**src/rtl/alu_pkg.sv**
```systemverilog
// Opcode encodings and the per-result flag bundle shared by the ALU pipeline
// and the decode stage.
package alu_pkg;

   localparam logic [5:0] OP_ADD  = 6'b100000;
   localparam logic [5:0] OP_SUB  = 6'b100010;
   localparam logic [5:0] OP_AND  = 6'b100100;
   localparam logic [5:0] OP_OR   = 6'b100101;
   localparam logic [5:0] OP_XOR  = 6'b100110;
   localparam logic [5:0] OP_NOR  = 6'b100111;
   localparam logic [5:0] OP_SRL  = 6'b000010;
   localparam logic [5:0] OP_SRA  = 6'b000011;
   localparam logic [5:0] OP_SLL  = 6'b000000;
   localparam logic [5:0] OP_SLT  = 6'b101010;
   localparam logic [5:0] OP_SLTU = 6'b101011;

   typedef struct packed {
      logic zero;
      logic overflow;
      logic carry;
      logic error;
   } alu_flags_t;

endpackage

```
**src/rtl/alu_core.sv**
```systemverilog
// Combinational ALU datapath: computes result and flags from the captured
// operands and opcode. Undefined opcodes yield result 0 with only error/zero set.
module alu_core
   import alu_pkg::*;
#(
   parameter int N       = 8,
   parameter int SHAMT_W = $clog2(N)
) (
   input  logic [N-1:0] a_i,
   input  logic [N-1:0] b_i,
   input  logic [5:0]   op_i,
   output logic [N-1:0] res_o,
   output alu_flags_t   flags_o
);

   logic [N:0]         sum_s;
   logic [N:0]         diff_s;
   logic [SHAMT_W-1:0] shamt_s;

   // Result and flag selection; the subtract borrow is the top bit of the
   // zero-extended difference, which equals unsigned A<B.
   always_comb begin
      sum_s            = {1'b0, a_i} + {1'b0, b_i};
      diff_s           = {1'b0, a_i} - {1'b0, b_i};
      shamt_s          = b_i[SHAMT_W-1:0];
      res_o            = '0;
      flags_o.overflow = 1'b0;
      flags_o.carry    = 1'b0;
      flags_o.error    = 1'b0;
      case (op_i)
         OP_ADD: begin
            res_o            = sum_s[N-1:0];
            flags_o.overflow = (a_i[N-1] == b_i[N-1]) && (sum_s[N-1] != a_i[N-1]);
            flags_o.carry    = sum_s[N];
         end
         OP_SUB: begin
            res_o            = diff_s[N-1:0];
            flags_o.overflow = (a_i[N-1] != b_i[N-1]) && (diff_s[N-1] != a_i[N-1]);
            flags_o.carry    = diff_s[N];
         end
         OP_AND:  res_o = a_i & b_i;
         OP_OR:   res_o = a_i | b_i;
         OP_XOR:  res_o = a_i ^ b_i;
         OP_NOR:  res_o = ~(a_i | b_i);
         OP_SRL:  res_o = a_i >> shamt_s;
         OP_SRA:  res_o = $signed(a_i) >>> shamt_s;
         OP_SLL:  res_o = a_i << shamt_s;
         OP_SLT:  res_o = {{(N-1){1'b0}}, ($signed(a_i) < $signed(b_i))};
         OP_SLTU: res_o = {{(N-1){1'b0}}, (a_i < b_i)};
         default: flags_o.error = 1'b1;
      endcase
      flags_o.zero = (res_o == '0);
   end

endmodule

```
**src/rtl/alu_pipe.sv**
```systemverilog
// Two-stage ALU pipeline with valid/ready on both sides: S1 captures operands,
// S2 holds the computed result and drives the outputs; sticky V/C accumulate.
module alu_pipe
   import alu_pkg::*;
#(
   parameter int N       = 8,
   parameter int SHAMT_W = $clog2(N)
) (
   input  logic         i_clk,
   input  logic         i_rst_n,
   input  logic         i_valid,
   output logic         o_ready,
   input  logic [N-1:0] i_datoA,
   input  logic [N-1:0] i_datoB,
   input  logic [5:0]   i_operacion,
   output logic         o_valid,
   input  logic         i_ready,
   output logic [N-1:0] o_resultado,
   output logic         o_zero,
   output logic         o_overflow,
   output logic         o_carry,
   output logic         o_error,
   input  logic         i_clr_sticky,
   output logic         o_sticky_v,
   output logic         o_sticky_c
);

   logic         s1_valid_q, s1_valid_d;
   logic [N-1:0] s1_a_q, s1_a_d;
   logic [N-1:0] s1_b_q, s1_b_d;
   logic [5:0]   s1_op_q, s1_op_d;
   logic         s2_valid_q, s2_valid_d;
   logic [N-1:0] s2_res_q, s2_res_d;
   alu_flags_t   s2_flags_q, s2_flags_d;
   logic         sticky_v_q, sticky_v_d;
   logic         sticky_c_q, sticky_c_d;

   logic         adv2_s;
   logic         in_hs_s;
   logic         out_hs_s;
   logic [N-1:0] core_res_s;
   alu_flags_t   core_flags_s;

   alu_core #(
      .N       (N),
      .SHAMT_W (SHAMT_W)
   ) u_core (
      .a_i     (s1_a_q),
      .b_i     (s1_b_q),
      .op_i    (s1_op_q),
      .res_o   (core_res_s),
      .flags_o (core_flags_s)
   );

   assign adv2_s   = !s2_valid_q || i_ready;
   assign o_ready  = !s1_valid_q || adv2_s;
   assign in_hs_s  = i_valid && o_ready;
   assign out_hs_s = s2_valid_q && i_ready;

   // Stage advance, stall and sticky next-state; data registers keep their
   // last value when no new item arrives.
   always_comb begin
      s1_valid_d = s1_valid_q;
      s1_a_d     = s1_a_q;
      s1_b_d     = s1_b_q;
      s1_op_d    = s1_op_q;
      s2_valid_d = s2_valid_q;
      s2_res_d   = s2_res_q;
      s2_flags_d = s2_flags_q;
      sticky_v_d = sticky_v_q;
      sticky_c_d = sticky_c_q;

      if (adv2_s) begin
         s2_valid_d = s1_valid_q;
         if (s1_valid_q) begin
            s2_res_d   = core_res_s;
            s2_flags_d = core_flags_s;
         end else begin
            s2_res_d   = s2_res_q;
            s2_flags_d = s2_flags_q;
         end
      end else begin
         s2_valid_d = s2_valid_q;
      end

      if (in_hs_s) begin
         s1_valid_d = 1'b1;
         s1_a_d     = i_datoA;
         s1_b_d     = i_datoB;
         s1_op_d    = i_operacion;
      end else if (adv2_s) begin
         s1_valid_d = 1'b0;
      end else begin
         s1_valid_d = s1_valid_q;
      end

      if (i_clr_sticky) begin
         sticky_v_d = 1'b0;
         sticky_c_d = 1'b0;
      end else if (out_hs_s) begin
         sticky_v_d = sticky_v_q | s2_flags_q.overflow;
         sticky_c_d = sticky_c_q | s2_flags_q.carry;
      end else begin
         sticky_v_d = sticky_v_q;
         sticky_c_d = sticky_c_q;
      end
   end

   // Pipeline and sticky state registers.
   always_ff @(posedge i_clk or negedge i_rst_n) begin
      if (!i_rst_n) begin
         s1_valid_q <= 1'b0;
         s1_a_q     <= '0;
         s1_b_q     <= '0;
         s1_op_q    <= 6'b000000;
         s2_valid_q <= 1'b0;
         s2_res_q   <= '0;
         s2_flags_q <= '0;
         sticky_v_q <= 1'b0;
         sticky_c_q <= 1'b0;
      end else begin
         s1_valid_q <= s1_valid_d;
         s1_a_q     <= s1_a_d;
         s1_b_q     <= s1_b_d;
         s1_op_q    <= s1_op_d;
         s2_valid_q <= s2_valid_d;
         s2_res_q   <= s2_res_d;
         s2_flags_q <= s2_flags_d;
         sticky_v_q <= sticky_v_d;
         sticky_c_q <= sticky_c_d;
      end
   end

   assign o_valid     = s2_valid_q;
   assign o_resultado = s2_res_q;
   assign o_zero      = s2_flags_q.zero;
   assign o_overflow  = s2_flags_q.overflow;
   assign o_carry     = s2_flags_q.carry;
   assign o_error     = s2_flags_q.error;
   assign o_sticky_v  = sticky_v_q;
   assign o_sticky_c  = sticky_c_q;

endmodule
```
**config.mk**
```make
export PLATFORM = sky130hd
export DESIGN_NAME = alu_pipe
export DESIGN_NICKNAME = d
export VERILOG_FILES = /design/src/rtl/alu_pkg.sv /design/src/rtl/alu_core.sv /design/src/rtl/alu_pipe.sv
export SDC_FILE = /design/constraint.sdc
export NUM_CORES = 1
export LEC_CHECK = 0
export BUFFER_PORTS_ARGS = -buffer_cell sky130_fd_sc_hd__clkbuf_2
export CAP_MARGIN = 20
export CORE_ASPECT_RATIO = 1.75
export CORE_UTILIZATION = 54
export CTS_CLUSTER_SIZE = 12
export DETAILED_ROUTE_END_ITERATION = 10
export GPL_ROUTABILITY_DRIVEN = 0
export PLACE_DENSITY = 0.78
export SLEW_MARGIN = 20
export SYNTH_ARGS = -nofsm -noshare
export SYNTH_HDL_FRONTEND = slang
export SYNTH_SLANG_ARGS = --single-unit
```
**constraint.sdc**
```tcl
create_clock -name i_clk -period 2.65 [get_ports i_clk]
set_input_delay 0.1325 -clock i_clk [delete_from_list [all_inputs] [get_ports i_clk]]
set_output_delay 0.1325 -clock i_clk [all_outputs]
set_load 0.005 [all_outputs]
```
==> flow_metrics.env, run 1 <==
export IMPL_status="finished clean"
export IMPL_pin_count=43
export IMPL_hold_violations=0
export IMPL_synthXorXnorAreaFrac=0.0304
export IMPL_power_leakage_nw=1.81
export IMPL_worstHoldPathType="input pin to register"
export IMPL_worstSetupPathType="register to register"
export IMPL_grt_pass1_vias=3069
export IMPL_synth_top_family_by_area="compound AO/OA/AOI/OAI gates"
export IMPL_min_period_ns=2.52
export IMPL_synthCells=369
export IMPL_finalMaxSlewViolations=0
export IMPL_cp_top_family="compound AO/OA/AOI/OAI gates"
export IMPL_fp_dieW_um=62.5
export IMPL_slowest_delay_ns=0.40
export IMPL_synth_edff_count=0
export IMPL_antenna_found_initial=0
export IMPL_routed_wl_um=9710
export IMPL_dp_hpwl_um=7320
export IMPL_grt_max_degree=39
export IMPL_drtPass1Iterations=6
export IMPL_htreeDepth=2
export IMPL_max_slew_margin_rel=0.370
export IMPL_worst_endpoint_arrival_ns=2.71
export IMPL_ff2ff_setup_slack_ns=0.13
export IMPL_root_buffer="clkbuf_8"
export IMPL_grt_pass1_wl_um=15400
export IMPL_crit_end="o_zero"
export IMPL_dieArea_mm2=0.00674
export IMPL_ys_ff_latch=38
export IMPL_grt_overflow=0
export IMPL_grtUsageTotal=0.301
export IMPL_synth_compound_area_frac=0.196
export IMPL_drt_iter0_drc=217
export IMPL_port_buffers=42
export IMPL_drive_gt1_frac=0.295
export IMPL_die_height_um=108
export IMPL_final_antenna_net_count=0
export IMPL_path_buf_inv=2
export IMPL_numClockSinks=38
export IMPL_tightest_slew_ns=0.944
export IMPL_rows=38
export IMPL_pwr_density_cell_mw_per_mm2=641
export IMPL_cts_clk_slew_worst_paths_ns=0.07
export IMPL_critPathSlowestCell="fa_1"
export IMPL_critPathMaxFanout=6
export IMPL_initial_core_util=0.559
export IMPL_syn_area_mm2=0.00346
export IMPL_cts_tree="yes"
export IMPL_routedWlPerCell_um=19.4
export IMPL_ys_types=56
export IMPL_synth_yosys_seq_area_share=0.275
export IMPL_clk_latency_ns=0.30
export IMPL_syn_nets=425
export IMPL_setup_viol=0
export IMPL_synth_flop_cell="dfrtp_1"
export IMPL_peakVddDrop_mv=0.360
export IMPL_synthArstFlopShare=1.00
export IMPL_worst_slack_ns=0.126
export IMPL_synth_top_cell_area_share=0.275
export IMPL_r2r_start="s1_a_q[0]"
export IMPL_cp_required_ns=2.84
export IMPL_vias=3207
export IMPL_crit_path_end_kind="register"
export IMPL_worstReg2RegEnd="o_zero"
export IMPL_yosys_area_top_type="dfrtp_1"
export IMPL_synth_mux_area_frac=0.185
export IMPL_critPathLaunch="s1_a_q[0]"
export IMPL_place_ws_ns=0.00900
export IMPL_tns_ns=0
export IMPL_finClkSkew_ns=0.00591
export IMPL_remaining_drc_errors=0
export IMPL_path_depth=11
export IMPL_cts_buffer_depth=2
export IMPL_crit_path_cell_trace="buf_4 -> ha_2 -> inv_1 -> fa_1 -> nor2_1 -> a21oi_1 -> xnor2_1 -> o31a_1 -> o311ai_1 -> nor4_2 -> a32o_2"
export IMPL_start_kind="register"
export IMPL_cts_buffers=5
export IMPL_clock_fmax_mhz=396
export IMPL_area_growth_pct=16.3
export IMPL_maxCapViolations=0
export IMPL_final_core_util=0.650
export IMPL_ff2ff_path_depth=11
export IMPL_yosys_area_share_adder=0.109
export IMPL_antenna_cells=0
export IMPL_timing_final_crit_share=0.952
export IMPL_layout_nets=475
export IMPL_viasPerCell=6.41
export IMPL_synth_area_top_cells="dfrtp_1 28%, ha_1 9.8%, mux2_2 9.1%"
export IMPL_avgSynthCellArea_um2=9.37
export IMPL_synth_warnings=0
export IMPL_synthSimpleGateAreaFrac=0.145
export IMPL_core_mm2=0.00618
==> per-layer routing <==
metal	track usage	up-vias	share of wire
li1	-	1463	-
met1	0.321	1500	0.35
met2	0.528	186	0.52
met3	0.0466	58	0.058
met4	0.223	0	0.072
met5	0	-	0
==> registers in the layout, summed over array words and instances, names as in the netlist <==
name / count
o_valid: 1
o_error: 1
o_overflow: 1
s1_valid_q: 1
s1_b_q: 8
o_zero: 1
o_resultado: 8
s1_op_q: 6
s1_a_q: 8
o_sticky_c: 1
o_carry: 1
o_sticky_v: 1
==> repair_timing <==
action                                 CTS  global route
buffers inserted                         0             1
hold buffers                             2             0
endpoints found under the hold margin   21             0
cloned                                   0             0
pin swaps                                0             3
gates resized for setup                  1            13
setup endpoints to repair                2             3
==> cells in the mapped netlist, types with 8 or more instances <==
| library cell | instances |
|---|---|
| o211ai_1 | 9 |
| nor2_1 | 18 |
| mux2_2 | 28 |
| o21ai_0 | 17 |
| nand3_1 | 11 |
| a211oi_1 | 9 |
| nor3_1 | 12 |
| ha_1 | 27 |
| xnor2_1 | 8 |
| a21oi_1 | 12 |
| mux2i_1 | 11 |
| inv_1 | 24 |
| buf_2 | 13 |
| nand2_1 | 22 |
| dfrtp_1 | 38 |
==> layout by cell type, fill, tap and decap left out, types with 6 or more instances in the layout <==
cell,instances
mux2i_1,11
xnor2_1,8
nand2_1,22
mux4_2,6
a21oi_1,11
clkbuf_2,42
mux2_2,28
nor3_1,11
dfrtp_1,37
nand2b_1,7
nor2b_1,6
ha_1,25
o211ai_1,9
nand3_1,11
clkbuf_8,8
inv_1,23
buf_4,21
nor2_1,18
a211oi_1,8
o21ai_0,16
o22ai_1,6
==> kinds of logic (layout without fill, tap and decap cells) <==
group                      Yosys count  in the layout
xor gates and xnor gates            12             12
AOI/OAI and AO/OA                   95             95
DFF                                 38             38
and+or+nand+nor                     99             99
muxes                               48             48
adders and majority gates           29             29
buffers and inverters               48             99
==> per-stage QoR <==
stage          instances  total power [W]  hold WS (ns)  cell area [um^2]
6_report             500          0.00258        0.0433              4020
5_1_grt              500          0.00273        0.0516              4020
4_1_cts              499          0.00252        0.0421              3970
3_5_place_dp         489          0.00204         0.310              3830
3_3_place_gp         489          0.00199         0.304              3830
2_1_floorplan        369          0.00164        -0.163              3460
==> where the power goes <==
group	leakage [nW]	switching, W	total [W]	internal [W]
Combinational	1.29	0.000737	0.00133	0.000591
Sequential	0.459	0.0000974	0.000779	0.000682
Clock	0.0575	0.000209	0.000471	0.000263
Total	1.81	0.00104	0.00258	0.00154
==> worst min-delay path by stage <==
stage | startpoint | to | slack, ns | cells past startpoint
after detailed placement | i_clr_sticky | o_sticky_c | 0.31 | 2
after floorplan | i_rst_n | o_carry | -0.16 | 0
after CTS | i_valid | s1_valid_q | 0.04 | 2
after global placement | i_clr_sticky | o_sticky_c | 0.30 | 2
final | i_valid | s1_valid_q | 0.04 | 2
after global routing | i_operacion[2] | s1_op_q[2] | 0.05 | 2
==> layout make-up <==
class	instances	area [um^2]
Multi-Input combinational cell	283	2350
Tap cell	80	100
Fill cell	502	2160
Timing Repair Buffer	67	419
Clock buffer	8	110
Sequential cell	38	952
Inverter	24	90.1
Power figures use the tool's default switching activity.
==> inputs of run 2 (changes only) <==
--- a/config.mk
+++ b/config.mk
@@ -5,6 +5,7 @@
 export SDC_FILE = /design/constraint.sdc
 export NUM_CORES = 1
 export LEC_CHECK = 0
+export ABC_AREA = 1
 export BUFFER_PORTS_ARGS = -buffer_cell sky130_fd_sc_hd__clkbuf_2
 export CAP_MARGIN = 20
 export CORE_ASPECT_RATIO = 1.75
@@ -16,4 +17,6 @@
 export SLEW_MARGIN = 20
 export SYNTH_ARGS = -nofsm -noshare
 export SYNTH_HDL_FRONTEND = slang
+export SYNTH_HIERARCHICAL = 1
 export SYNTH_SLANG_ARGS = --single-unit
+export TNS_END_PERCENT = 5
==> run 2 against run 1 <==
Against the previous run:
- the flow now finishes with violations (hold timing)
- utilization down 1.9 points
- clock-buffer cell count is 2 lower
- combinational power down 5%
- clock skew decreased by 0.0021 ns
- sequential power down 0.9%
- worst setup slack better by 0.041 ns
- critical path depth increased by 3
- non-clock buffer count decreased by 11
- synthesized cell count is 63% higher
- first-iteration DRC count is 56% higher
- register-to-register slack better by 0.04 ns
- routed wire length up 20%
==> flow_metrics.env, run 2 <==
export IMPL_grt_pass1_vias=3996
export IMPL_finalMaxSlewViolations=0
export IMPL_peakVddDrop_mv=0.477
export IMPL_grt_max_degree=39
export IMPL_vias=4201
export IMPL_worstSetupPathType="register to register"
export IMPL_crit_path_end_kind="register"
export IMPL_worst_endpoint_arrival_ns=2.71
export IMPL_place_area_mm2=0.00402
export IMPL_ys_types=35
export IMPL_routedWlPerCell_um=16.1
export IMPL_area_growth_pct=11.4
export IMPL_cts_resized=0
export IMPL_dp_hpwl_um=9060
export IMPL_min_period_ns=2.48
export IMPL_layout_common_cells="228 x nand2_1, 88 x nand3_1, 53 x inv_1"
export IMPL_timing_final_crit_share=0.937
export IMPL_antenna_found_initial=0
export IMPL_remaining_drc_errors=0
export IMPL_final_cell_area_mm2=0.00419
export IMPL_synth_flop_cell="dfrtp_1"
export IMPL_numClockSinks=38
export IMPL_avgSynthCellArea_um2=6.25
export IMPL_dieArea_mm2=0.00731
export IMPL_synth_top_cell_area_share=0.253
export IMPL_worstHoldPathType="input pin to asynchronous set/reset pin"
export IMPL_grt_setup_unrepaired="no"
export IMPL_syn_area_mm2=0.00376
export IMPL_hold_violations=38
export IMPL_synthTopCellsByCount="228 x nand2_1, 88 x nand3_1, 53 x inv_1"
export IMPL_grt_pass1_wl_um=19000
export IMPL_critPathSlowestCell="ha_1"
export IMPL_ff2ff_path_depth=14
export IMPL_cts_buffers=5
export IMPL_clock_fmax_mhz=403
export IMPL_antenna_cells=0
export IMPL_path_buf_inv=2
export IMPL_cts_clk_slew_worst_paths_ns=0.06
export IMPL_viasPerCell=5.79
export IMPL_synth_edff_count=0
export IMPL_pin_count=43
export IMPL_root_buffer="clkbuf_16"
export IMPL_critPathMaxFanout=11
export IMPL_synthArstFlopShare=1.00
export IMPL_clk_latency_ns=0.29
export IMPL_port_buffers=42
export IMPL_holdBufCountCts=0
export IMPL_synth_warnings=6
export IMPL_finClkSkew_ns=0.00377
export IMPL_grtUsageTotal=0.342
export IMPL_grt_overflow=0
export IMPL_power_leakage_nw=2.35
export IMPL_max_slew_margin_rel=0.370
export IMPL_htreeDepth=2
export IMPL_fp_dieW_um=65.1
export IMPL_core_mm2=0.00664
export IMPL_routed_wl_um=11700
export IMPL_maxCapViolations=0
export IMPL_drt_iter0_drc=338
export IMPL_yosysMostFrequentCell="nand2_1"
export IMPL_cts_setup_buffers=0
export IMPL_rows=39
export IMPL_violations="hold timing"
export IMPL_setup_viol=0
export IMPL_cp_common_cell="nand2_1"
export IMPL_cp_top_family="simple AND/OR/NAND/NOR gates"
export IMPL_tightest_slew_ns=0.945
export IMPL_drive_gt1_frac=0.160
export IMPL_slowest_delay_ns=0.48
export IMPL_final_antenna_net_count=0
export IMPL_initial_core_util=0.567
export IMPL_pwr_density_cell_mw_per_mm2=649
export IMPL_cts_tree="yes"
export IMPL_tns_ns=0
export IMPL_ff2ff_setup_slack_ns=0.17
export IMPL_cts_buffer_depth=2
export IMPL_worstReg2RegEnd="o_zero"
export IMPL_r2r_start="s1_a_q[2]"
export IMPL_crit_path_cell_trace="inv_1 -> ha_1 -> inv_1 -> nand2_1 -> nand3_1 -> o21ai_0 -> a21oi_1 -> nor2_1 -> nand2_1 -> nor2_1 -> nand2_1 -> nor2_1 -> nand3_1 -> nand2_1"
export IMPL_final_common_cell="nand2_1"
export IMPL_holdWs_ns=-0.0207
export IMPL_synthCells=602
export IMPL_ys_ff_latch=38
export IMPL_layout_nets=696
export IMPL_status="finished with violations"
export IMPL_drtPass1Iterations=6
export IMPL_synth_area_top_cells="dfrtp_1 25%, nand2_1 23%, nand3_1 12%"
export IMPL_synth_yosys_seq_area_share=0.253
export IMPL_syn_nets=656
export IMPL_start_kind="register"
export IMPL_cp_required_ns=2.88
export IMPL_yosys_area_top_type="dfrtp_1"
export IMPL_fillers=678
export IMPL_die_height_um=112
## run 2: where the power goes
group / leakage [nW] / internal, W / total [W] / switching [W]
Clock: 0.0771 / 0.000444 / 0.000690 / 0.000246
Combinational: 1.80 / 0.000417 / 0.00126 / 0.000841
Sequential: 0.479 / 0.000683 / 0.000772 / 0.0000898
## run 2: final cells by class
| type | instances | area [um^2] | area share |
|---|---|---|---|
| Multi-Input combinational cell | 479 | 2410 | 0.576 |
| Sequential cell | 38 | 952 | 0.227 |
| Timing Repair Buffer | 56 | 315 | 0.0752 |
| Inverter | 62 | 240 | 0.0573 |
| Clock buffer | 6 | 129 | 0.0308 |
| Tap cell | 82 | 103 | 0.0245 |
| Clock inverter | 2 | 37.5 | 0.00896 |
## run 2: worst register-to-register path: cells and delay by family (launching register included)
kind / cells / cell delay, ns
AND/OR/NAND/NOR: 9 / 1.04
adder cells (fa/ha/maj): 1 / 0.48
flip-flops: 1 / 0.47
buffers and inverters: 2 / 0.22
AO/OA/AOI/OAI: 2 / 0.22
## run 2: kinds of logic after synthesis
family | share of synthesized area
buffers and inverters | 0.106
AO/OA/AOI/OAI | 0.0619
adder cells (fa/ha/maj) | 0.0938
AND/OR/NAND/NOR | 0.486
flip-flops | 0.253
## run 2: worst max path at each step
stage / from / end / depth (start not counted)
final: s1_a_q[2] / o_zero / 14
after global routing: s1_a_q[2] / o_zero / 14
after CTS: s1_a_q[0] / o_zero / 16
after detailed placement: s1_a_q[0] / o_zero / 16
after global placement: s1_a_q[0] / o_zero / 16
after floorplan: s1_b_q[2] / o_zero / 18
## run 2: metrics by stage
| stage | setup WS [ns] | instances | util | hold slack [ns] | total power, W |
|---|---|---|---|---|---|
| after floorplan | 0.393 | 602 | - | -0.163 | 0.00165 |
| after global placement | 0.230 | 717 | 0.606 | 0.305 | 0.00196 |
| after detailed placement | 0.244 | 717 | 0.606 | 0.312 | 0.00199 |
| after CTS | 0.227 | 725 | 0.631 | 0.0109 | 0.00268 |
| after global routing | 0.0138 | 725 | 0.631 | 0.0122 | 0.00291 |
| final | 0.167 | 725 | 0.631 | -0.0207 | 0.00272 |
## run 2: metal layers
layer  global-route usage  wire length (um)
met4                0.214               769
met3               0.0467               553
met2                0.617              6130
met1                0.362              4230
met5                    0                 0
==> inputs of run 3 (changes only) <==
--- a/config.mk
+++ b/config.mk
@@ -6,14 +6,14 @@
 export NUM_CORES = 1
 export LEC_CHECK = 0
 export ABC_AREA = 1
-export BUFFER_PORTS_ARGS = -buffer_cell sky130_fd_sc_hd__clkbuf_2
+export BUFFER_PORTS_ARGS = -buffer_cell sky130_fd_sc_hd__buf_4
 export CAP_MARGIN = 20
 export CORE_ASPECT_RATIO = 1.75
-export CORE_UTILIZATION = 54
+export CORE_UTILIZATION = 58
 export CTS_CLUSTER_SIZE = 12
 export DETAILED_ROUTE_END_ITERATION = 10
 export GPL_ROUTABILITY_DRIVEN = 0
-export PLACE_DENSITY = 0.78
+export PLACE_DENSITY = 0.79
 export SLEW_MARGIN = 20
 export SYNTH_ARGS = -nofsm -noshare
 export SYNTH_HDL_FRONTEND = slang
==> constraint.sdc (replaced) <==
create_clock -name i_clk -period 2.9 [get_ports i_clk]
set_input_delay 0.145 -clock i_clk [delete_from_list [all_inputs] [get_ports i_clk]]
set_output_delay 0.145 -clock i_clk [all_outputs]
set_load 0.005 [all_outputs]
==> run 3 against run 2 <==
Against the previous run:
- flip-flop and latch count unchanged
- cell count down 0.55%
- the run now ends clean
- clock-buffer cell count is the same
- register-to-register slack better by 0.16 ns
- routed wire length grew 1.4%
- sequential power decreased by 6.6%
- clock power down 32%
- die area fell by 6.7%
==> flow_metrics.env, run 3 (synthesis results as in run 2) <==
export IMPL_status="finished clean"
export IMPL_root_buffer="clkbuf_8"
export IMPL_grt_setup_unrepaired="no"
export IMPL_power_leakage_nw=2.35
export IMPL_worstSetupPathType="register to register"
export IMPL_timing_final_crit_share=0.886
export IMPL_routed_wl_um=11900
export IMPL_dp_hpwl_um=8940
export IMPL_multi_input_area_mm2=0.00241
export IMPL_rows=38
export IMPL_finClkSkew_ns=0.00557
export IMPL_htreeDepth=2
export IMPL_whs_path_depth=3
export IMPL_worstReg2RegEnd="o_zero"
export IMPL_grt_max_degree=39
export IMPL_grtUsageTotal=0.376
export IMPL_final_antenna_net_count=0
export IMPL_initial_core_util=0.604
export IMPL_worst_endpoint_arrival_ns=2.81
export IMPL_area_growth_pct=12.3
export IMPL_worstHoldPathType="input pin to register"
export IMPL_cts_setup_buffers=0
export IMPL_tns_ns=0
export IMPL_layout_nets=694
export IMPL_antenna_cells=0
export IMPL_min_period_ns=2.57
export IMPL_finalMaxSlewViolations=0
export IMPL_drive_gt1_frac=0.151
export IMPL_antenna_found_initial=0
export IMPL_fillers=585
export IMPL_grt_pass1_vias=4056
export IMPL_worstHoldStart="i_datoB[1]"
export IMPL_cts_clk_slew_worst_paths_ns=0.08
export IMPL_ff2ff_path_depth=14
export IMPL_pwr_density_cell_mw_per_mm2=559
export IMPL_core_mm2=0.00623
export IMPL_die_height_um=109
export IMPL_crit_path_end_kind="register"
export IMPL_fp_dieW_um=62.9
export IMPL_tightest_slew_ns=0.502
export IMPL_maxCapViolations=0
export IMPL_seq_area_um2=951
export IMPL_drtPass1Iterations=5
export IMPL_intPower_w=0.00128
export IMPL_hold_end="s1_b_q[1]"
export IMPL_holdBufCountCts=2
export IMPL_viasPerCell=5.85
export IMPL_critPathMaxFanout=12
export IMPL_cts_tree="yes"
export IMPL_final_common_cell="nand2_1"
export IMPL_max_slew_margin_rel=0.665
export IMPL_peakVddDrop_mv=0.396
export IMPL_dieArea_mm2=0.00682
export IMPL_pin_count=43
export IMPL_combPwrFrac=0.495
export IMPL_place_area_mm2=0.00409
export IMPL_grt_overflow=0
export IMPL_cp_required_ns=3.14
export IMPL_clk_latency_ns=0.30
export IMPL_switching_power_w=0.00108
export IMPL_remaining_drc_errors=0
export IMPL_power_switching_share=0.456
export IMPL_hold_violations=0
export IMPL_drt_iter0_drc=395
export IMPL_r2r_start="s1_b_q[0]"
export IMPL_total_power_w=0.00236
export IMPL_port_buffers=42
export IMPL_vias=4220
export IMPL_start_kind="register"
export IMPL_clock_fmax_mhz=389
export IMPL_routedWlPerCell_um=16.4
export IMPL_grt_pass1_wl_um=19700
export IMPL_layout_common_cells="228 x nand2_1, 88 x nand3_1, 53 x inv_1"
export IMPL_cts_buffer_depth=2
export IMPL_numClockSinks=38
export IMPL_setup_viol=0
export IMPL_final_core_util=0.678
export IMPL_cts_resized=0
export IMPL_clkPwrFrac=0.199
export IMPL_seqPwrFrac=0.306
export IMPL_final_cell_area_mm2=0.00422
export IMPL_cts_buffers=5
export IMPL_ff2ff_setup_slack_ns=0.33
==> run 3: cell types whose count changed in the layout (fill, tap and decap cells not counted), sizes merged <==
cell and delta:
buf +38, clkbuf -42, dlygate4sd3 +2
==> run 3: per-stage QoR <==
step | cells | hold slack, ns | setup WS [ns]
CTS | 721 | 0.0665 | 0.389
finish | 721 | 0.0643 | 0.330
floorplan | 602 | -0.151 | 0.643
global placement | 711 | 0.138 | 0.486
global route | 721 | 0.0728 | 0.123
detailed placement | 711 | 0.148 | 0.420
==> run 3: layout make-up <==
cell class,count,area share
Clock buffer,6,0.0172
Tap cell,80,0.0237
Inverter,62,0.0569
Multi-Input combinational cell,479,0.571
Sequential cell,38,0.225
Timing Repair Buffer,54,0.0972
Clock inverter,2,0.00889
==> run 3: layer usage <==
layer | part of all wire | wire length (um) | global-route usage | vias up
met2 | 0.51 | 6080 | 0.684 | 285
met4 | 0.071 | 837 | 0.269 | 0
met5 | 0 | 0 | 0 | -
li1 | - | - | - | 1996
met1 | 0.34 | 4020 | 0.380 | 1864
met3 | 0.078 | 919 | 0.0675 | 75
==> run 3: how the worst max path moves through the flow <==
stage                   start      to  slack [ns]  cells after the start
finish              s1_b_q[0]  o_zero        0.33                     14
CTS                 s1_b_q[0]  o_zero        0.39                     14
floorplan           s1_b_q[2]  o_zero        0.64                     18
global placement    s1_b_q[0]  o_zero        0.49                     14
global route        s1_b_q[0]  o_zero        0.12                     14
detailed placement  s1_b_q[0]  o_zero        0.42                     14
==> run 3: critical path, cell delays in order, from the launching register on <==
cell	delay (ns)
dfrtp_1	0.61
ha_1	0.32
inv_1	0.07
fa_1	0.42
nor3_1	0.21
nor2_1	0.08
nor2_1	0.14
nor2_1	0.07
nor2_1	0.11
nand2_1	0.09
nor2_1	0.10
nand2_1	0.07
nor2_1	0.09
nand3_1	0.08
nand2_1	0.07
==> run 3: power groups by stage <==
stage / clock network, W / registers (W) / logic (W)
after floorplan: 0 / 0.000716 / 0.000791
after global placement: 0 / 0.000724 / 0.00110
after detailed placement: 0 / 0.000729 / 0.00112
after CTS: 0.000470 / 0.000719 / 0.00113
after global routing: 0.000493 / 0.000736 / 0.00129
final: 0.000469 / 0.000721 / 0.00117
